==> config.mk <==
export PLATFORM = sky130hd
export DESIGN_NAME = fetch_unit
export DESIGN_NICKNAME = d
export VERILOG_FILES = /design/src/rtl/fetch_unit.sv
export SDC_FILE = /design/constraint.sdc
export NUM_CORES = 1
export LEC_CHECK = 0
export CAP_MARGIN = 40
export CELL_PAD_IN_SITES_DETAIL_PLACEMENT = 0
export CELL_PAD_IN_SITES_GLOBAL_PLACEMENT = 1
export CORE_UTILIZATION = 46
export CTS_BUF_LIST = sky130_fd_sc_hd__clkbuf_16
export CTS_CLUSTER_DIAMETER = 200
export DETAILED_ROUTE_END_ITERATION = 16
export GPL_TIMING_DRIVEN = 0
export PLACE_DENSITY = 0.85
export SKIP_CTS_REPAIR_TIMING = 1
export SLEW_MARGIN = 25
export SYNTH_ARGS = -nofsm -noshare
export SYNTH_HDL_FRONTEND = slang
export SYNTH_SLANG_ARGS = --single-unit
==> constraint.sdc <==
create_clock -name clk -period 12.45 [get_ports clk]
set_input_delay 1.8675 -clock clk [delete_from_list [all_inputs] [get_ports clk]]
set_output_delay 1.8675 -clock clk [all_outputs]
set_load 0.005 [all_outputs]
==> src/rtl/fetch_unit.sv <==
// RV32I instruction fetch stage: owns the PC, issues credit-limited requests to
// instruction memory, buffers in-order responses and drives the IF/ID register.
module fetch_unit #(
    parameter logic [31:0] RESET_PC  = 32'h0000_0000,
    parameter int          BUF_DEPTH = 2
) (
    input  logic        clk,
    input  logic        rst,
    input  logic        stall,
    input  logic        flush,
    input  logic [31:0] redirectPc,
    output logic        imemReqValid,
    input  logic        imemReqReady,
    output logic [31:0] imemReqAddr,
    input  logic        imemRespValid,
    input  logic [31:0] imemRespData,
    output logic        ifidValid,
    output logic [31:0] ifidInstr,
    output logic [31:0] ifidPc
);
    localparam int          CW  = $clog2(BUF_DEPTH + 1);
    localparam int          PW  = (BUF_DEPTH > 1) ? $clog2(BUF_DEPTH) : 1;
    localparam logic [31:0] NOP = 32'h0000_0013;

    logic [31:0]   r_fetch_pc;
    logic [31:0]   r_resp_pc;
    logic [CW-1:0] r_outstanding;
    logic [CW-1:0] r_discard;
    logic [CW-1:0] r_count;
    logic [PW-1:0] r_head;
    logic [PW-1:0] r_tail;
    logic [31:0]   r_buf_pc    [BUF_DEPTH];
    logic [31:0]   r_buf_instr [BUF_DEPTH];
    logic          r_ifid_valid;
    logic [31:0]   r_ifid_instr;
    logic [31:0]   r_ifid_pc;

    logic w_credit;
    logic w_req_fire;
    logic w_resp_ok;
    logic w_resp_live;
    logic w_buf_empty;
    logic w_push;
    logic w_pop;

    function automatic logic [PW-1:0] next_ptr(input logic [PW-1:0] p);
        return (p == PW'(BUF_DEPTH - 1)) ? '0 : p + PW'(1);
    endfunction

    // Credits cover both in-flight requests and buffered entries, so every
    // accepted response is guaranteed a slot.
    assign w_credit     = (32'(r_outstanding) + 32'(r_count)) < 32'(BUF_DEPTH);
    assign imemReqValid = !rst && !flush && w_credit;
    assign imemReqAddr  = r_fetch_pc;
    assign w_req_fire   = imemReqValid && imemReqReady;

    // A response with nothing outstanding is a protocol violation and is ignored.
    assign w_resp_ok    = imemRespValid && (r_outstanding != '0);
    assign w_resp_live  = w_resp_ok && (r_discard == '0);
    assign w_buf_empty  = (r_count == '0);
    assign w_push       = !rst && !flush && w_resp_live && (stall || !w_buf_empty);
    assign w_pop        = !rst && !flush && !stall && !w_buf_empty;

    always_ff @(posedge clk) begin
        if (w_push) begin
            r_buf_pc[r_tail]    <= r_resp_pc;
            r_buf_instr[r_tail] <= imemRespData;
        end
    end

    always_ff @(posedge clk) begin
        if (rst) begin
            r_fetch_pc    <= RESET_PC;
            r_resp_pc     <= RESET_PC;
            r_outstanding <= '0;
            r_discard     <= '0;
            r_count       <= '0;
            r_head        <= '0;
            r_tail        <= '0;
            r_ifid_valid  <= 1'b0;
            r_ifid_instr  <= NOP;
            r_ifid_pc     <= RESET_PC;
        end else if (flush) begin
            // Everything still in flight after this cycle's response is stale.
            r_fetch_pc    <= redirectPc;
            r_resp_pc     <= redirectPc;
            r_outstanding <= r_outstanding - CW'(w_resp_ok);
            r_discard     <= r_outstanding - CW'(w_resp_ok);
            r_count       <= '0;
            r_head        <= '0;
            r_tail        <= '0;
            r_ifid_valid  <= 1'b0;
        end else begin
            r_outstanding <= r_outstanding + CW'(w_req_fire) - CW'(w_resp_ok);
            r_count       <= r_count + CW'(w_push) - CW'(w_pop);
            if (w_req_fire) begin
                r_fetch_pc <= r_fetch_pc + 32'd4;
            end
            if (w_resp_ok && (r_discard != '0)) begin
                r_discard <= r_discard - CW'(1);
            end
            if (w_resp_live) begin
                r_resp_pc <= r_resp_pc + 32'd4;
            end
            if (w_push) begin
                r_tail <= next_ptr(r_tail);
            end
            if (w_pop) begin
                r_head <= next_ptr(r_head);
            end
            if (!stall) begin
                if (!w_buf_empty) begin
                    r_ifid_valid <= 1'b1;
                    r_ifid_pc    <= r_buf_pc[r_head];
                    r_ifid_instr <= r_buf_instr[r_head];
                end else if (w_resp_live) begin
                    r_ifid_valid <= 1'b1;
                    r_ifid_pc    <= r_resp_pc;
                    r_ifid_instr <= imemRespData;
                end else begin
                    r_ifid_valid <= 1'b0;
                end
            end
        end
    end

    assign ifidValid = r_ifid_valid;
    assign ifidInstr = r_ifid_instr;
    assign ifidPc    = r_ifid_pc;

endmodule
# After elaboration in Yosys (flattened, before gate mapping)
# Memory sizes are Yosys's and may differ from the RTL's. A register that Yosys moved wholly into a read port is not among the register bits.
# Cells that the tools add are included.
# word_totals
regBits	137
input_bits	70
ramBits	128
out_inout_bits	98
mem_count	2
elab_cells	72
# memory_table
memory	words	width	rd	rd_ports_with_merged_regs	write_ports	line_no	rtl
r_buf_instr	2	32	1	1	1	33	logic [31:0] r_buf_instr [BUF_DEPTH];
r_buf_pc	2	32	1	1	1	32	logic [31:0] r_buf_pc [BUF_DEPTH];
# classes
bitwise_logic	2
mux	21
eq_ne	1
add_sub_neg	11
n_lt_le_gt_ge	1
n_reduce_logical	24
# ops
cell	n
32-bit two-way mux	8
32-bit by 3-bit adder with 32-bit output, second input constant	2
1-bit logical AND	10
1-bit two-way mux	10
2-bit nonzero test	5
2-bit two-way mux	3
2-bit by 1-bit subtractor with 2-bit output	3
2-bit by 1-bit adder with 2-bit output	2
1-bit logical NOT	4
2-bit logical NOT	2
2-bit by 2-bit adder with 3-bit output	1
3-bit by 2-bit less-than comparator with 1-bit output, second input constant	1
3-bit AND reduction	1
1-bit adder, second input constant	2
2-bit != test, second input constant	1
1-bit inverter	2
2-bit OR reduction	1
2-bit by 1-bit subtractor with 2-bit output, second input constant	1
1-bit logical OR	1

# Longest topological paths before layout
# depth
ltp_word	7
ltp_mapped	11

# Worst setup path before layout
# Ideal clock, no wire load.
# synth_timing
path_kind	input port to flip-flop
startpoint	input flush
endpoint	memory r_buf_instr[0][0], enable pin
n_path_buf	1
cell_stages	4
setup_time_ns	0.487
slack_ns	6.843
arrival_ns	5.120
required_ns	11.963
path_cell_list	clkbuf_1 -> nor2_1 -> o211ai_1 -> nor2_1
# synth_via
elab_chain_len	6
# synth_rtl
element	line_no	rtl
start: declaration	10	input logic flush,
1-bit logical NOT	61	assign w_push = !rst && !flush && w_resp_live && (stall || !w_buf_empty);
1-bit logical AND (3 in series)	61	
1-bit two-way mux	65	if (w_push) begin
1-bit two-way mux (not written as such)	67	r_buf_instr[r_tail] <= imemRespData;
end: declaration	33	
# No other way between the ends.

# Final worst setup path
# layout_timing
startpoint	input flush
endpoint	output imemReqValid
# layout_via
elab_chain_len	3
# layout_rtl
element	line_no	rtl
1-bit logical NOT	53	assign imemReqValid = !rst && !flush && w_credit;
1-bit logical AND (2 in series)	53	
end: declaration	12	output logic imemReqValid,
# No other way between the ends.

==> key figures <==
Global route
  • M3 GR Usage: 3.67%
  • Met2 Resource Use GR: a little under two fifths
  • Global-route wire length before repair: ~45,000 um
  • Largest net degree at the start of global routing: 22
  • Global Route Usage Sum: a little under a quarter
  • GRT busiest layer: met2
  • Initial antenna violation count: 0
  • Congestion Overflow GR: 0
  • Vias in the first global route: 8,149
  • M1 GR Usage: 32.6%

Yosys
  • Area leader, netlist: edfxtp_1
  • Netlist Area Pre-Place: approximately 11,000 sq um
  • Syn_nets: 1,110
  • Yosys top cell area share: around a third
  • Register area share after synthesis: roughly 60%
  • Number of flops mapped to enable cells by yosys: 128
  • Synth area leaders: edfxtp_1, dfxtp_1, nand2_1
  • Synth async-reset ratio: 0%
  • Yosys warning count: 0
  • Post-synthesis area per instance: 10.9 sq um
  • Post-synth cell types: 56
  • Flops & latches, synth: 266
  • Mapped Cells: about 1,000
  • Top_reg_cell synth: dfxtp_1

Layout
  • Layout filler cell count: 2,078
  • Multi-input logic area: approximately 4300 sq um
  • Most common cell after layout, fill and taps aside: nand2_1
  • FF/Latch Area: ~6600 sq um
  • Synth-to-layout area growth: 27.0%
  • Most frequent cells in the layout: nand2_1, clkdlybuf4s50_1, dfxtp_1
  • Finished Cell Area: about 14,000 sq um
  • Final Net Count: 1,312
  • Share of layout cells above drive strength 1: 5.43%

STA
  • Pins Over Slew Limit: 0
  • RSZ-0062 raised after global routing: false
  • Hold Vio Cnt, Final: 0
  • Worst clock skew: 10.5 ps
  • Slew @ Worst Pin: between 800 and 900 ps
  • Slew headroom: a little over two fifths
  • Maximum clock frequency: around 180 MHz
  • Tmin final: 5540 ps
  • Setup_tns: 0 ps
  • Final setup violation count: 0
  • Final period util: roughly 45%

Power
  • Sequential share of power: a little over half
  • P_int: roughly 1.4 mW
  • NetSw: approximately 0.45 mW
  • Maximum vdd ir drop: between 0.00007 and 0.00008 V
  • Gate power share: about a tenth
  • Switch share: 24.1%
  • Static Leakage: about 4.5 nW
  • Clk pwr share: a little under two fifths
  • Power Density: between 100 and 150 nW/um^2

Outcome
  • Outcome: completed

Placement
  • Cell Area, Placed: 13,500 sq um
  • Hpwl dp: around 20,000 um
  • I/O Buffers: between 150 and 200
  • RePlAce Congestion: a little under 0.9

Clock network
  • CTS root buffer: clkbuf_16
  • Total clock sinks: about 270
  • H-tree lvl count: 1
  • Clock Path Buffers: 3
  • CTS Buf Count: 27
  • Reg clk slew, reported paths: 60 ps
  • Worst-Skew Late Latency: roughly 520 ps
  • CTS tree: built

Worst setup path
  • CP Launch Type: input pin
  • Crit-path max cell delay: approximately 520 ps
  • Worst Setup Path Type: in2out
  • Critical path arrival: ~3700 ps
  • Endpoint class of the critical path: output port
  • CP required: approximately 11,000 ps
  • CP cell instances: clkbuf_1, or2_2, clkbuf_1, nor3_1, clkdlybuf4s50_1
  • Crit Path Max Fanout: 10
  • CP max-delay cell: clkdlybuf4s50_1
  • Cell mode on critical path: clkbuf_1

Detailed routing
  • DRC: 0
  • WL/cell: ~18 um
  • Vias: 8,528
  • Overall routed net length: just under 30,000 um
  • Initial DRC count: 653
  • Iteration count of the initial detailed-routing pass: 5
  • Post-route ant nets: 0
  • DR vias/cell: 5.42

Floorplan
  • Die area: approximately 25,000 sq um
  • Core area: approximately 24,000 sq um
  • Die height: around 160 um
  • Rows: 56
  • # IOs: about 170
  • Initial cell density of the core: 47.4%
  • Die width: between 150 and 200 um

Worst hold path
  • Worst min path class: reg2reg

Flow run
  • Max cap viols: 0
[critical path, delay by kind of cell]
kind	cells	cell delay, ps
simple gates	2	380
buf+inv	3	1420
[kinds of logic after synthesis]
logic type	count (synthesis)	share of synthesized area, %
AOI/OAI and AO/OA	228	13.1
xor gates and xnor gates	55	4.29
adders and majority gates	9	1.07
buffers and inverters	96	3.33
DFF	266	58.9
muxes	68	6.11
and+or+nand+nor	309	13.2
[cell type report]
type | count | area share [%]
multi-input cells | 669 | 29.9
clock buffers | 27 | 4.74
clock inverters | 22 | 0.676
well taps | 319 | 2.80
flip-flops and latches | 266 | 46.4
plain buffers | 69 | 1.91
inverters | 27 | 0.711
diodes | 1 | 0.0176
repair buffers | 173 | 12.9
[synth_stat cells (4+ instances only)]
master / count
nor4_1: 10
clkbuf_1: 53
buf_2: 5
ha_1: 8
mux2i_1: 64
dfxtp_1: 138
nand4_1: 15
nand3_1: 17
edfxtp_1: 128
a211o_1: 4
nand2_1: 171
a21boi_0: 23
xnor2_1: 36
and4_1: 9
buf_1: 10
and2_1: 7
a211oi_1: 13
a21oi_1: 95
o21ai_0: 7
o211ai_1: 64
and3_1: 10
nor2_1: 34
inv_1: 27
nor3_1: 8
or2_2: 5
or3_1: 4
xor2_1: 19
[final timing paths]
check              startpoint  cells past startpoint               end  slack, ps
min reg2reg      ifidInstr[9]                      2      ifidInstr[9]        450
min              ifidInstr[9]                      2      ifidInstr[9]        450
max                     flush                      5      imemReqValid       6910
max reg2reg  r_outstanding[0]                     11  r_outstanding[1]       9120
[per-stage QoR]
step / std cells / hold slack (ps) / setup slack [ps] / util [%] / power (mW)
final: 1573 / 449 / 6910 / 60.2 / 1.88
after CTS: 1571 / 453 / 6960 / 60.1 / 1.89
after detailed placement: 1522 / 445 / 6960 / 56.9 / 1.19
after global placement: 1515 / 442 / 4600 / 56.0 / 1.18
after global routing: 1572 / 468 / 6840 / 60.2 / 1.96
after floorplan: 1031 / 448 / 6840 / - / 1.09
[routing by layer]
| layer | part of all wire, % | routed length [um] | vias to the layer above |
|---|---|---|---|
| met5 | 0 | 0 | - |
| li1 | - | - | 4141 |
| met2 | 46 | 13300 | 269 |
| met4 | 1.1 | 325 | 0 |
| met3 | 6.1 | 1780 | 29 |
| met1 | 47 | 13500 | 4089 |
[sequential cells by signal (all words and copies together), names as in the netlist, named ones only]
register       flops
r_outstanding      2
imemReqAddr       32
r_head             1
ifidPc            32
r_discard          2
r_tail             1
r_count            2
r_resp_pc         32
ifidValid          1
ifidInstr         32
r_buf_instr       64
r_buf_pc          64
[power by group through the flow]
stage,Clock (mW),Combinational (mW),Sequential (mW)
floorplan,0,0.0945,0.993
global placement,0,0.181,1.00
finish,0.713,0.188,0.983
CTS,0.723,0.188,0.983
global route,0.762,0.207,0.987
detailed placement,0,0.187,1.00
Note: power is estimated with default switching activity, not from simulation.
